## src/rtl/hamming_pkg.sv

```systemverilog
// -----------------------------------------------------------------------------
// hamming_pkg
// Shared definitions for the extended-Hamming (SEC-DED) code family.
//   par_w(data_w)  : number of Hamming check bits for a data width
//   is_pow2(pos)   : true when a codeword position holds a check bit
//   data_pos(j)    : codeword position of data bit j (shared with the encoder)
//   err_class_e    : decoder verdict for one codeword
// Codeword layout: bit 0 is overall even parity, check bit k sits at
// position 2^k, data bits fill the remaining positions in ascending order.
// -----------------------------------------------------------------------------
package hamming_pkg;

   typedef enum logic [1:0] {
      CLEAN  = 2'd0,
      CORR   = 2'd1,
      UNCORR = 2'd2
   } err_class_e;

   // Smallest p with 2^p >= data_w + p + 1.
   function automatic int par_w(input int data_w);
      int p;
      p = 1;
      while ((1 << p) < (data_w + p + 1)) p = p + 1;
      return p;
   endfunction

   function automatic bit is_pow2(input int pos);
      return (pos > 0) && ((pos & (pos - 1)) == 0);
   endfunction

   // Walks positions from 3 upward, skipping check-bit positions, and
   // returns the j-th data slot.
   function automatic int data_pos(input int j);
      int n;
      int found;
      n     = 0;
      found = 0;
      for (int pos = 3; pos < 128; pos++) begin
         if (!is_pow2(pos) && (found == 0)) begin
            if (n == j) found = pos;
            n = n + 1;
         end
      end
      return found;
   endfunction

endpackage

```

## src/rtl/hamming_syndrome.sv

```systemverilog
// -----------------------------------------------------------------------------
// hamming_syndrome
// Combinational syndrome and overall parity of an extended-Hamming codeword.
// Ports:
//   cw       in  CW_W   codeword, bit i = position i, bit 0 = overall parity
//   syndrome out SYN_W  XOR of the positions of all set bits in 1..CW_W-1
//   parity   out 1      XOR of all CW_W bits (0 for a valid codeword)
// -----------------------------------------------------------------------------
module hamming_syndrome #(
   parameter int CW_W  = 13,
   parameter int SYN_W = $clog2(CW_W)
) (
   input  logic [CW_W-1:0]  cw,
   output logic [SYN_W-1:0] syndrome,
   output logic             parity
);

   always_comb begin
      syndrome = '0;
      for (int i = 1; i < CW_W; i++) begin
         for (int k = 0; k < SYN_W; k++) begin
            if (i[k]) syndrome[k] = syndrome[k] ^ cw[i];
         end
      end
      parity = ^cw;
   end

endmodule

```

## src/rtl/hamming_secded_decoder.sv

```systemverilog
// -----------------------------------------------------------------------------
// hamming_secded_decoder
// Two-stage pipelined SEC-DED decoder. Stage 1 registers the data payload,
// syndrome and overall parity; stage 2 classifies, corrects and presents the
// result. Latency 2 cycles, throughput 1 word per cycle.
// Parameters:
//   DATA_W  data bits per codeword (4..57)
// Ports:
//   clk, rst            clock, synchronous active-high reset
//   in_valid/in_ready   input handshake, in_cw codeword (CW_W bits)
//   out_valid/out_ready output handshake
//   out_data            corrected data (uncorrected when out_uncorrectable)
//   out_syndrome        raw syndrome
//   out_corrected       a single-bit error was corrected
//   out_uncorrectable   double error or syndrome outside the codeword
// Optional build macro HAMMING_ERR_STATS_EN adds:
//   cnt_clear           in  zero both counters (wins over an increment)
//   cnt_corrected       out 16-bit saturating count of corrected outputs
//   cnt_uncorrectable   out 16-bit saturating count of uncorrectable outputs
//
// Handshake: a word moves across an interface on a rising edge where valid
// and ready are both high. Valid never depends on ready; out_* hold steady
// while out_valid=1 and out_ready=0. in_ready is combinational from
// out_ready so a full pipe can shift in the same cycle it drains.
// -----------------------------------------------------------------------------
module hamming_secded_decoder
   import hamming_pkg::*;
#(
   parameter  int DATA_W = 8,
   localparam int PAR_W  = par_w(DATA_W),
   localparam int CW_W   = DATA_W + PAR_W + 1
) (
   input  logic              clk,
   input  logic              rst,
   input  logic              in_valid,
   output logic              in_ready,
   input  logic [CW_W-1:0]   in_cw,
   output logic              out_valid,
   input  logic              out_ready,
   output logic [DATA_W-1:0] out_data,
   output logic [PAR_W-1:0]  out_syndrome,
   output logic              out_corrected,
   output logic              out_uncorrectable
`ifdef HAMMING_ERR_STATS_EN
   ,
   input  logic              cnt_clear,
   output logic [15:0]       cnt_corrected,
   output logic [15:0]       cnt_uncorrectable
`endif
);

   // ---------------------------------------------------------------- control
   logic adv1;
   logic adv2;

   logic              s1_valid;
   logic [DATA_W-1:0] s1_data;
   logic [PAR_W-1:0]  s1_syn;
   logic              s1_par;

   logic              s2_valid;
   logic [DATA_W-1:0] s2_data;
   logic [PAR_W-1:0]  s2_syn;
   logic              s2_corr;
   logic              s2_uncorr;

   assign adv2     = !s2_valid || out_ready;
   assign adv1     = !s1_valid || adv2;
   assign in_ready = adv1;

   // ---------------------------------------------------------------- stage 1
   logic [PAR_W-1:0]  in_syn;
   logic              in_par;
   logic [DATA_W-1:0] in_data;

   hamming_syndrome #(
      .CW_W  (CW_W),
      .SYN_W (PAR_W)
   ) u_syndrome (
      .cw       (in_cw),
      .syndrome (in_syn),
      .parity   (in_par)
   );

   // Check-bit positions never reach the output, so only the data payload is
   // carried forward; a correction aimed at a check bit simply has no effect.
   for (genvar j = 0; j < DATA_W; j++) begin : g_extract
      localparam int POS = data_pos(j);
      assign in_data[j] = in_cw[POS];
   end

   always_ff @(posedge clk) begin
      if (rst) begin
         s1_valid <= 1'b0;
         s1_data  <= '0;
         s1_syn   <= '0;
         s1_par   <= 1'b0;
      end else if (adv1) begin
         s1_valid <= in_valid;
         if (in_valid) begin
            s1_data <= in_data;
            s1_syn  <= in_syn;
            s1_par  <= in_par;
         end
      end
   end

   // ---------------------------------------------------------------- stage 2
   err_class_e        err_class;
   logic              flip_en;
   logic [DATA_W-1:0] fixed_data;

   always_comb begin
      err_class = CLEAN;
      flip_en   = 1'b0;
      if (s1_par) begin
         if (s1_syn == '0) begin
            err_class = CORR;              // the overall parity bit itself
         end else if (s1_syn <= PAR_W'(CW_W - 1)) begin
            err_class = CORR;
            flip_en   = 1'b1;
         end else begin
            err_class = UNCORR;            // syndrome points past the word
         end
      end else if (s1_syn != '0) begin
         err_class = UNCORR;               // even parity, nonzero syndrome
      end
   end

   for (genvar j = 0; j < DATA_W; j++) begin : g_fix
      localparam int POS = data_pos(j);
      assign fixed_data[j] = s1_data[j] ^ (flip_en && (s1_syn == PAR_W'(POS)));
   end

   always_ff @(posedge clk) begin
      if (rst) begin
         s2_valid  <= 1'b0;
         s2_data   <= '0;
         s2_syn    <= '0;
         s2_corr   <= 1'b0;
         s2_uncorr <= 1'b0;
      end else if (adv2) begin
         s2_valid <= s1_valid;
         if (s1_valid) begin
            s2_data   <= fixed_data;
            s2_syn    <= s1_syn;
            s2_corr   <= (err_class == CORR);
            s2_uncorr <= (err_class == UNCORR);
         end
      end
   end

   assign out_valid         = s2_valid;
   assign out_data          = s2_data;
   assign out_syndrome      = s2_syn;
   assign out_corrected     = s2_corr;
   assign out_uncorrectable = s2_uncorr;

`ifdef HAMMING_ERR_STATS_EN
   // ---------------------------------------------------------------- stats
   logic out_fire;
   assign out_fire = s2_valid && out_ready;

   always_ff @(posedge clk) begin
      if (rst || cnt_clear) begin
         cnt_corrected     <= '0;
         cnt_uncorrectable <= '0;
      end else if (out_fire) begin
         if (s2_corr && (cnt_corrected != 16'hFFFF))
            cnt_corrected <= cnt_corrected + 16'd1;
         if (s2_uncorr && (cnt_uncorrectable != 16'hFFFF))
            cnt_uncorrectable <= cnt_uncorrectable + 16'd1;
      end
   end
`endif

endmodule

```

## config.mk

```make
export PLATFORM = sky130hd
export DESIGN_NAME = hamming_secded_decoder
export DESIGN_NICKNAME = d
export VERILOG_FILES = /design/src/rtl/hamming_pkg.sv /design/src/rtl/hamming_syndrome.sv /design/src/rtl/hamming_secded_decoder.sv
export SDC_FILE = /design/constraint.sdc
export NUM_CORES = 1
export LEC_CHECK = 0
export CAP_MARGIN = 0
export CORE_ASPECT_RATIO = 1.1
export CORE_MARGIN = 4
export CORE_UTILIZATION = 39
export DETAILED_ROUTE_END_ITERATION = 16
export GPL_ROUTABILITY_DRIVEN = 0
export GPL_TIMING_DRIVEN = 0
export PLACE_DENSITY_LB_ADDON = 0.05
export SLEW_MARGIN = 30
export SYNTH_ARGS = -nofsm -noshare
export SYNTH_HDL_FRONTEND = slang
export SYNTH_HIERARCHICAL = 1
export SYNTH_SLANG_ARGS = --single-unit
```

## constraint.sdc

```tcl
create_clock -name clk -period 2.55 [get_ports clk]
set_input_delay 0.255 -clock clk [delete_from_list [all_inputs] [get_ports clk]]
set_output_delay 0.255 -clock clk [all_outputs]
set_load 0.005 [all_outputs]
```

==> run metrics <==
Worst-Margin Slew 0.5764 ns; # DRC 0; Final min period 2.217 ns; I/O pin count 33; Seq pwr share approximately 45%; Crit Path Category primary input to output pin; Mapped Nets roughly 190; Required @ worst endpoint 2.30 ns; fmax 0.4511 GHz; commonest non-fill, non-tap cell in the layout clkdlybuf4s50_1; worst setup margin 0.3332 ns; Worst EP arrival between 1.5 and 2 ns; Seq/Total Area, Yosys 39.62%; Most Used Layer, Global Route met2; Hold WC Path Type flip-flop to flip-flop; cell count after synthesis around 170; Power per Cell Area 587.0 nW/um2; Vias 1,386; DR WL/cell roughly 14 um; Non-Filler Instances 261; met2 Use GR about 28%; RSZ-0062 raised after global routing false; post-route cell area 1931 um2; EDFF count, synth 0; vias in the first global route approximately 1,400; Die X 66.44 um; area growth from synthesis to layout 31.77%; cts bufs inserted 5; commonest cells after routing, fill and taps aside clkdlybuf4s50_1 (32), a21oi_1 (29), dfxtp_1 (29); Final Hold Vio Count 0; setup TNS 0 ns; Final Setup Violations 0; Clk pin slew, worst setup/hold paths 0.06 ns; dpl hpwl 2834 um; GR Util met3 4.799%; DR pass1 iterations 6; worst setup skew after layout 0.004190 ns; Seq cells post-synth 29; antenna cells 0; Main synth FF type dfxtp_1; crit path cell chain clkdlybuf4s50_1, and3b_1, inv_1, buf_2, clkdlybuf4s50_1; synthesized area 1465 um2; Via density approximately 5.3; Inst Count DP 253; Slowest cell on crit path clkdlybuf4s50_1; starting DRC count in detailed routing 34; share of cells above drive strength 1 6.161%; VDD IR-drop max 0.0002559 V; count of port buffers added during placement 32; initial antenna violation count 0; Max-slew headroom 61.43%; clock network fraction of design power 31.7%; Cell Area, Placed 1848 um2; post-CTS resize count 0; crit path launch type primary input; Final period util 86.93%; Die H 72.29 um; most used cell, CP clkdlybuf4s50_1; CP Max Fanout 10; final WL between 3000 and 4000 um; pre-CTS WS 0.3594 ns; Async SR Flop Fraction 0%; Post-DRT Antenna Nets 0; CP max stage delay 0.54 ns; total global routing overflow 0; # clock sinks 29; GRT met1 Usage 19.79%; first-pass GRT wire length 6120 um; multi-input logic area between 700 and 800 um2; Pins Over Slew Limit 0; GRT Total Usage 16.57%; area of the core 3626 um2; overall power ~1.1 mW; Distinct cells, synth 30; FP Rows 23; Static Leak 0.6466 nW; largest net degree at the start of global routing 11; buffer count from post-CTS setup fixing 0; Critical Path Sink Type output pin; Psw between 0.3 and 0.4 mW; YS warnings 6; final net count ~230; CTS root buffer clkbuf_8; Internal around 0.82 mW; worst skew pair latency 0.28 ns; H-Tree Depth 2; Synth Area per Inst roughly 8.6 um2; Switching Fraction 27.83%; Initial Util 40.41%; maxcap violations 0; status finished clean; combinational power share 23.3%; Post-CTS Hold Buffers 0; CTS tree yes; Reg area 580.6 um2; fill count about 390; worst-case clock buffer depth 2; die area 4803 um2
[logic make-up (layout without fill, tap and decap cells)]
| group | Yosys count | count (layout) | share of synthesized area, % |
|---|---|---|---|
| AOI/OAI and AO/OA | 65 | 65 | 25.11 |
| xor gates and xnor gates | 19 | 19 | 13.24 |
| buffers and inverters | 18 | 58 | 6.233 |
| DFF | 29 | 29 | 39.62 |
| and+or+nand+nor | 40 | 40 | 15.80 |
[final cells by class]
cell class	count	area share (%)
buffer	13	3.759
clock buffer	6	3.759
clock inverter	2	0.5185
inverter	5	0.9721
multi-input combinational	124	41.09
sequential	29	30.07
tap	50	3.240
timing repair buffer	32	16.59
[routing by layer]
layer / routed length (um) / vias up
met5: 0 / -
met2: 1727 / 36
met1: 1577 / 639
met4: 76 / 0
met3: 179 / 8
li1: - / 703
[sequential cells by signal, indices dropped and copies added (netlist names)]
name and cells:
out_valid 1, s1_syn 4, out_corrected 1, s1_par 1
s1_valid 1, out_syndrome 4, out_data 8, s1_data 8
out_uncorrectable 1
[final timing paths]
| path | from | to | slack [ns] | depth (start not counted) |
|---|---|---|---|---|
| worst min register to register | out_syndrome[0] | out_syndrome[0] | 0.48 | 2 |
| worst max-delay path | out_ready | in_ready | 0.33 | 5 |
| worst min-delay path | out_syndrome[0] | out_syndrome[0] | 0.48 | 2 |
| worst max register to register | s1_valid | s1_syn[3] | 1.10 | 5 |
[power by group through the flow]
stage / Combinational (mW) / Clock, mW / Sequential (mW)
after floorplan: 0.170 / 0 / 0.516
after global placement: 0.260 / 0 / 0.518
after detailed placement: 0.264 / 0 / 0.520
after CTS: 0.266 / 0.365 / 0.509
after global routing: 0.290 / 0.384 / 0.514
final: 0.264 / 0.359 / 0.510
[synth_stat cells, drive strengths merged (2+ instances only)]
library cell	count	share of area, %
a21oi	29	9.9
dfxtp	29	40
o21ai	24	8.2
nand3	18	6.1
xnor2	13	7.8
a311oi	8	4.8
buf	7	3.4
clkbuf	6	1.5
or3	6	2.6
inv	5	1.3
nand2b	4	1.7
xor2	4	2.4
nand3b	2	1.0
nor2	2	0.51
xnor3	2	3.1
[stage by stage]
stage               utilization (%)  hold slack, ns
finish                        53.24          0.4763
global route                  53.24          0.5082
CTS                           53.24          0.4808
detailed placement            50.97          0.4721
global placement              50.97          0.4682
floorplan                         -          0.4027
[critical path, delay by kind of cell]
family                 cells  cell delay, ns
buffers and inverters      4            1.45
AND/OR/NAND/NOR            1            0.26
Note: power is estimated with default switching activity, not from simulation.
